File: config.mk
export PLATFORM = sky130hd
export DESIGN_NAME = exc_ctrl_flat
export DESIGN_NICKNAME = d
export VERILOG_FILES = /design/src/rtl/exc_pkg.sv /design/src/rtl/exc_ctrl_if.sv /design/src/rtl/exc_prio_enc.sv /design/src/rtl/exc_ctrl.sv /design/src/flat_wrapper.sv
export SDC_FILE = /design/constraint.sdc
export NUM_CORES = 1
export LEC_CHECK = 0
export BUFFER_PORTS_ARGS = -buffer_cell sky130_fd_sc_hd__clkbuf_2
export CORE_AREA = 2 2 86 88
export DETAILED_ROUTE_END_ITERATION = 12
export DIE_AREA = 0 0 88 90
export PLACE_DENSITY = 0.81
export SLEW_MARGIN = 20
export SYNTH_ARGS = -nofsm -noshare
export SYNTH_HDL_FRONTEND = slang
export SYNTH_SLANG_ARGS = --single-unit
File: constraint.sdc
create_clock -name clk -period 4.4 [get_ports clk]
set_input_delay 0.22 -clock clk [delete_from_list [all_inputs] [get_ports clk]]
set_output_delay 0.22 -clock clk [all_outputs]
set_load 0.005 [all_outputs]
File: src/rtl/exc_pkg.sv
// exc_pkg: shared constants and types for the exception/return sequencer.
//   - ECODE_* / ESUB_* : exception codes and subcode committed to the CSR unit
//   - EXC_*            : bit positions inside ws_exc {ALE, SYS, BRK, INE, ADEF, rsvd}
//   - ST_*             : sequencer state encoding
//   - exc_sel_t        : result of the priority encoder
package exc_pkg;

  localparam logic [5:0] ECODE_INT  = 6'h00;
  localparam logic [5:0] ECODE_ADEF = 6'h08;
  localparam logic [5:0] ECODE_ALE  = 6'h09;
  localparam logic [5:0] ECODE_SYS  = 6'h0B;
  localparam logic [5:0] ECODE_BRK  = 6'h0C;
  localparam logic [5:0] ECODE_INE  = 6'h0D;
  localparam logic [8:0] ESUB_NONE  = 9'h000;

  localparam int unsigned EXC_RSVD = 0;
  localparam int unsigned EXC_ADEF = 1;
  localparam int unsigned EXC_INE  = 2;
  localparam int unsigned EXC_BRK  = 3;
  localparam int unsigned EXC_SYS  = 4;
  localparam int unsigned EXC_ALE  = 5;

  localparam logic [0:0] ST_IDLE  = 1'b0;
  localparam logic [0:0] ST_REDIR = 1'b1;

  typedef struct packed {
    logic        take;
    logic [5:0]  ecode;
    logic [8:0]  esubcode;
    logic [31:0] badvaddr;
  } exc_sel_t;

endpackage

File: src/rtl/exc_ctrl_if.sv
// exc_redir_if: flush/redirect handshake between the exception sequencer and fetch.
//   redirect_valid : sequencer -> fetch, a redirect is pending
//   redirect_pc    : sequencer -> fetch, target PC (stable while valid)
//   redirect_ready : fetch -> sequencer, redirect accepted this cycle
interface exc_redir_if;
  logic        redirect_valid;
  logic [31:0] redirect_pc;
  logic        redirect_ready;

  modport master (output redirect_valid, output redirect_pc, input redirect_ready);
  modport slave  (input redirect_valid, input redirect_pc, output redirect_ready);
endinterface

File: src/rtl/exc_prio_enc.sv
// exc_prio_enc: purely combinational fixed-priority event selector.
//   Inputs : csr_has_int, ws_exc, ws_pc, ws_vaddr
//   Output : sel (take flag, ecode, esubcode, badvaddr)
//   Priority: INT > ADEF > INE > BRK > SYS > ALE. Only ADEF and ALE carry an address.
import exc_pkg::*;

module exc_prio_enc (
  input  logic        csr_has_int,
  input  logic [5:0]  ws_exc,
  input  logic [31:0] ws_pc,
  input  logic [31:0] ws_vaddr,
  output exc_sel_t    sel
);

  // Pick the single highest-priority event; codes stay zero when nothing is pending.
  always_comb begin
    sel.take     = 1'b0;
    sel.ecode    = 6'h00;
    sel.esubcode = ESUB_NONE;
    sel.badvaddr = 32'h0000_0000;
    if (csr_has_int) begin
      sel.take  = 1'b1;
      sel.ecode = ECODE_INT;
    end else if (ws_exc[EXC_ADEF]) begin
      sel.take     = 1'b1;
      sel.ecode    = ECODE_ADEF;
      sel.badvaddr = ws_pc;
    end else if (ws_exc[EXC_INE]) begin
      sel.take  = 1'b1;
      sel.ecode = ECODE_INE;
    end else if (ws_exc[EXC_BRK]) begin
      sel.take  = 1'b1;
      sel.ecode = ECODE_BRK;
    end else if (ws_exc[EXC_SYS]) begin
      sel.take  = 1'b1;
      sel.ecode = ECODE_SYS;
    end else if (ws_exc[EXC_ALE]) begin
      sel.take     = 1'b1;
      sel.ecode    = ECODE_ALE;
      sel.badvaddr = ws_vaddr;
    end else begin
      sel.take = 1'b0;
    end
  end

endmodule

File: src/rtl/exc_ctrl.sv
// exc_ctrl: exception / ertn sequencer between writeback and the CSR unit.
//   clk, resetn (sync, active-low)
//   ws_*        : retiring instruction (valid, pc, exc flags, vaddr, ertn, csr_we)
//   csr_has_int : pending enabled interrupt from the CSR unit
//   ex_entry / ex_exit : handler entry / return address from the CSR unit
//   wb_ex, wb_ecode, wb_esubcode, wb_badvaddr, ertn_flush, csr_we_out : CSR commit
//     inputs, combinational in the retire cycle
//   flush : kill all stages, from the retire cycle through the redirect handshake
//   redir : redirect handshake to fetch (master side)
import exc_pkg::*;

module exc_ctrl #(
  parameter logic [31:0] RESET_PC = 32'h1c00_0000
) (
  input  logic          clk,
  input  logic          resetn,
  input  logic          ws_valid,
  input  logic [31:0]   ws_pc,
  input  logic [5:0]    ws_exc,
  input  logic [31:0]   ws_vaddr,
  input  logic          ws_ertn,
  input  logic          ws_csr_we,
  input  logic          csr_has_int,
  input  logic [31:0]   ex_entry,
  input  logic [31:0]   ex_exit,
  output logic          wb_ex,
  output logic [5:0]    wb_ecode,
  output logic [8:0]    wb_esubcode,
  output logic [31:0]   wb_badvaddr,
  output logic          ertn_flush,
  output logic          csr_we_out,
  output logic          flush,
  exc_redir_if.master   redir
);

  logic [0:0]  state_r;
  logic [31:0] redirect_pc_r;
  exc_sel_t    sel_s;
  logic        fire_s;
  logic        exc_take_s;
  logic        ertn_take_s;
  logic        in_redir_s;
  logic        handshake_s;

  exc_prio_enc u_prio (
    .csr_has_int (csr_has_int),
    .ws_exc      (ws_exc),
    .ws_pc       (ws_pc),
    .ws_vaddr    (ws_vaddr),
    .sel         (sel_s)
  );

  // Retirement is only accepted in IDLE and never while reset is asserted,
  // so nothing commits to the CSR unit during a reset cycle.
  always_comb begin
    in_redir_s  = (state_r == ST_REDIR);
    fire_s      = (state_r == ST_IDLE) & ws_valid & resetn;
    exc_take_s  = fire_s & sel_s.take;
    ertn_take_s = fire_s & ws_ertn & ~exc_take_s;
    handshake_s = in_redir_s & redir.redirect_ready;
  end

  // CSR commit outputs and pipeline flush; codes are forced to zero without an exception.
  always_comb begin
    wb_ex       = exc_take_s;
    ertn_flush  = ertn_take_s;
    csr_we_out  = fire_s & ws_csr_we & ~exc_take_s;
    flush       = exc_take_s | ertn_take_s | (in_redir_s & resetn);
    if (exc_take_s) begin
      wb_ecode    = sel_s.ecode;
      wb_esubcode = sel_s.esubcode;
      wb_badvaddr = sel_s.badvaddr;
    end else begin
      wb_ecode    = 6'h00;
      wb_esubcode = 9'h000;
      wb_badvaddr = 32'h0000_0000;
    end
  end

  assign redir.redirect_valid = in_redir_s;
  assign redir.redirect_pc    = redirect_pc_r;

  // Sequencer state: one redirect per event, held until fetch accepts it.
  always_ff @(posedge clk) begin
    if (!resetn) begin
      state_r <= ST_IDLE;
    end else begin
      case (state_r)
        ST_IDLE: begin
          if (exc_take_s | ertn_take_s) begin
            state_r <= ST_REDIR;
          end else begin
            state_r <= ST_IDLE;
          end
        end
        ST_REDIR: begin
          if (handshake_s) begin
            state_r <= ST_IDLE;
          end else begin
            state_r <= ST_REDIR;
          end
        end
        default: state_r <= ST_IDLE;
      endcase
    end
  end

  // Redirect target: ex_entry/ex_exit are sampled in the retire cycle, before
  // the CSR unit updates them, and held stable until the handshake.
  always_ff @(posedge clk) begin
    if (!resetn) begin
      redirect_pc_r <= RESET_PC;
    end else if (exc_take_s) begin
      redirect_pc_r <= ex_entry;
    end else if (ertn_take_s) begin
      redirect_pc_r <= ex_exit;
    end else begin
      redirect_pc_r <= redirect_pc_r;
    end
  end

endmodule

File: src/flat_wrapper.sv
// flat-port wrapper written by rule: the top's interface ports become plain ports
module exc_ctrl_flat 
#(
  parameter logic [31:0] RESET_PC = 32'h1c00_0000
)
  (clk, resetn, ws_valid, ws_pc, ws_exc, ws_vaddr, ws_ertn, ws_csr_we, csr_has_int, ex_entry, ex_exit, wb_ex, wb_ecode, wb_esubcode, wb_badvaddr, ertn_flush, csr_we_out, flush, redir_redirect_valid, redir_redirect_pc, redir_redirect_ready);
  exc_redir_if redir_i ();
  input  logic clk;
  input  logic resetn;
  input  logic ws_valid;
  input  logic [31:0] ws_pc;
  input  logic [5:0] ws_exc;
  input  logic [31:0] ws_vaddr;
  input  logic ws_ertn;
  input  logic ws_csr_we;
  input  logic csr_has_int;
  input  logic [31:0] ex_entry;
  input  logic [31:0] ex_exit;
  output logic wb_ex;
  output logic [5:0] wb_ecode;
  output logic [8:0] wb_esubcode;
  output logic [31:0] wb_badvaddr;
  output logic ertn_flush;
  output logic csr_we_out;
  output logic flush;
  output wire logic [$bits(redir_i.redirect_valid)-1:0] redir_redirect_valid;
  output wire logic [$bits(redir_i.redirect_pc)-1:0] redir_redirect_pc;
  input wire logic [$bits(redir_i.redirect_ready)-1:0] redir_redirect_ready;
  assign redir_redirect_valid = redir_i.redirect_valid;
  assign redir_redirect_pc = redir_i.redirect_pc;
  assign redir_i.redirect_ready = redir_redirect_ready;
  exc_ctrl #(.RESET_PC(RESET_PC)) u_core (.clk(clk), .resetn(resetn), .ws_valid(ws_valid), .ws_pc(ws_pc), .ws_exc(ws_exc), .ws_vaddr(ws_vaddr), .ws_ertn(ws_ertn), .ws_csr_we(ws_csr_we), .csr_has_int(csr_has_int), .ex_entry(ex_entry), .ex_exit(ex_exit), .wb_ex(wb_ex), .wb_ecode(wb_ecode), .wb_esubcode(wb_esubcode), .wb_badvaddr(wb_badvaddr), .ertn_flush(ertn_flush), .csr_we_out(csr_we_out), .flush(flush), .redir(redir_i));
endmodule
==> run_results.csv <==
group,metric,value,unit
outcome,status,"complete, no violations",
synth,synth.top_cell.area_share,34.0,%
drt,route.detailed.vias_per_inst,4.83,
die,die_width,88,um
synth,synth_async_sr_flop_share,0,%
sta,timing.final.crit_share,63.4,%
sta,period_needed,2790,ps
sta,setup_repair_after_global_routing_missed_its_margin,"no",
die,std_cell_rows,31,
setup_path,worstPathCellList,"clkbuf_2 -> nor3_4 -> and3b_1 -> a22oi_1 -> nor2_1 -> clkbuf_2",
grt,wire_length_of_the_first_global_routing_pass,11200,um
pwr,power.static_leakage,0.00172,uW
drt,topRoutingLayerUsed,"met4",
setup_path,r2r_cells,5,
setup_path,critical_path.endpoint_type,"output pin",
sta,fmaxAchievable,359,MHz
setup_path,worstSetupStartpointType,"primary input",
clock_network,cts_inserted_buffers,5,
drt,wirelength_met1,2950,um
layout,drive_gt1_share,55.0,%
sta,max_slew_margin,27.7,%
synth,post_synth_most_frequent_cells,"nor2_1 (37), dfxtp_1 (33), a22oi_1 (32)",
setup_path,r2r_slack,2420,ps
job,cap_viol_max_count,0,
grt,grt_start_max_net_pins,36,
sta,final-setup-viol-count,0,
die,die-area,0.00792,mm2
layout,final_net_count,563,
grt,vias_in_the_first_global_route,2355,
drt,wl_per_cell,14.4,um
drt,route.met2.wl,3810,um
sta,slew_viol_final,0,
setup_path,regToRegStartpoint,"u_core.redir.redirect_valid$_SDFF_PN0_",
clock_network,cts.root.buffer_cell,"clkbuf_8",
setup_path,crit_fanout,35,
clock_network,hold_buffers,0,
drt,routed_wl,7500,um
grt,global_route.overflow_total,0,
clock_network,cts.sinks,33,
setup_path,cp_common_cell,"clkbuf_2",
setup_path,worstPathRequired,4180,ps
worst_hold_path,min_path_cells,2,
drt,drt_iter0_drc,97,
clock_network,ctsLongestPathBuffers,2,
synth,seq_area_frac_synth,34.0,%
drt,drc_errors,0,
synth,yosys.cell_count.top_type,"nor2_1",
synth,synth_edf_count,0,
sta,post_route_hold_slack,126,ps
sta,worst_pin_slew,1080,ps
placed_design,port_buffers,212,
synth,synth-main-ff-cell,"dfxtp_1",
clock_network,post_cts_resized,0,
placed_design,globalplace.congestion,0.730,
synth,synthesis.area_per_instance,8.64,um2
setup_path,cp_slowest_stage_delay,950,ps
setup_path,cp_top_family,"simple AND/OR/NAND/NOR gates",
synth,synth_seq_cells,33,
clock_network,cts_tree,"done",
clock_network,htree_num_levels,2,
setup_path,worst_path_buffer_plus_inverter_count,2,
placed_design,detailedPlacementHpwl,6090,um
worst_hold_path,min_path_type,"primary input to flip-flop",
clock_network,cts_setup_buffers,0,
sta,fin_tns_setup,0,ps
die,core_area,0.00702,mm2
sta,timing.clock.skew,9.59,ps
die,die_y,90,um
grt,grt_antenna_before_repair,1,
sta,final_hold_vio_count,0,
synth,ys.warnings.count,0,
pwr,power_per_cell_area,244,mW/mm2
drt,drt_first_pass_iters,4,
worst_hold_path,hp-start,"redir_redirect_ready",
setup_path,crit_slowest_cell,"and3b_1",
drt,routed_wl_met3,656,um
layout,area_growth_syn_to_layout,58.4,%
setup_path,crit_type,"primary input to output pin",
clock_network,clk_pin_slew_worst_paths,60,ps
synth,post_synth_main_area_contributors,"dfxtp_1 (34%), a221o_1 (15%), a22oi_1 (12%)",
synth,syn-cell-area,0.00194,mm2
pwr,power.ir.vdd_worst,0.166,mV
setup_path,timing.rr.end,"u_core.redir.redirect_pc[27]$_SDFFE_PN1P_",
drt,antenna_violating_nets_post_route,0,
synth,synth_cell_type_count,25,
die,effective_utilization_at_floorplan,27.7,%
die,io_pins,225,
synth,syn-instance-count,225,
setup_path,timing.critical_path.arrival,2570,ps
clock_network,worst_skew_pair.late_latency,280,ps
synth,yosysTopAreaCell,"dfxtp_1",
worst_hold_path,holdPathEnd,"u_core.redir.redirect_valid$_SDFF_PN0_",
grt,track_usage,17.7,%
placed_design,place_ws,1630,ps
drt,route.vias.total,2522,
sta,postLayoutSetupSlackWorst,1610,ps
[final cells by class]
| type | count | area (um2) |
|---|---|---|
| multi-input combinational | 164 | 1110 |
| clock inverter | 1 | 7.51 |
| inverter | 3 | 11.3 |
| antenna | 1 | 2.50 |
| clock buffer | 6 | 82.6 |
| fill | 697 | 3940 |
| timing repair buffer | 215 | 1080 |
| sequential | 33 | 661 |
| tap | 99 | 124 |
[per-layer routing]
metal  vias up  global-route usage, %
met5         -                      0
met4         0                   4.23
met3         8                   4.78
met2       135                   32.4
met1      1153                   19.9
li1       1226                      -
[metrics by stage]
step                      std cells  util (%)  total power [uW]  cell area (um2)
after CTS                       521      43.7               758             3070
after global placement          514      42.4               519             2980
final                           522      43.9               751             3080
after global routing            521      43.8               794             3080
after detailed placement        514      42.4               526             2980
after floorplan                 235         -               427             1980
[worst reg2reg max path: stages (launching register included)]
cell and delay [ps]:
dfxtp_1 340, nand3b_2 350, a21oi_4 630, buf_4 270, mux2i_1 180, nand2_1 70
[cells in the final DEF, fill, tap and decap left out, drive strengths merged]
| cell type | n |
|---|---|
| a211o | 1 |
| a21oi | 1 |
| a221o | 29 |
| a22oi | 32 |
| a31o | 1 |
| and3 | 29 |
| and3b | 1 |
| buf | 3 |
| clkbuf | 218 |
| clkinvlp | 1 |
| conb | 11 |
| dfxtp | 33 |
| diode | 1 |
| inv | 3 |
| mux2 | 3 |
| mux2i | 3 |
| nand2 | 7 |
| nand3b | 1 |
| nand4b | 1 |
| nor2 | 37 |
| nor3 | 6 |
| o21ai | 1 |
[where the power goes]
| part | leakage (uW) | switching (uW) | total (uW) | internal, uW |
|---|---|---|---|---|
| clock | 0.0000433 | 107 | 231 | 124 |
| combinational | 0.00141 | 83.2 | 186 | 103 |
| sequential | 0.000272 | 12.1 | 334 | 322 |
| total | 0.00172 | 202 | 751 | 548 |
[registers in the layout (all words and copies together), names as in the netlist]
signal,count
u_core.redir.redirect_pc,32
u_core.redir.redirect_valid,1
[logic make-up (layout without fill, tap and decap cells)]
logic type	Yosys count	in the layout	synth area share, %
and+or+nand+nor	82	82	21.7
AOI/OAI and AO/OA	65	65	29.3
buffers and inverters	38	225	11.5
DFF	33	33	34.0
muxes	6	6	3.28
other	1	12	0.193
[worst max path at each step]
stage	cells after the start	startpoint	to
after floorplan	7	ws_exc[1]	wb_badvaddr[23]
after global placement	6	ws_exc[1]	wb_badvaddr[0]
after detailed placement	6	ws_exc[1]	wb_badvaddr[0]
after CTS	6	ws_exc[1]	wb_badvaddr[0]
after global routing	6	ws_exc[1]	wb_badvaddr[0]
final	6	ws_exc[1]	wb_badvaddr[0]
No activity file was read; power rests on OpenSTA's default activity.
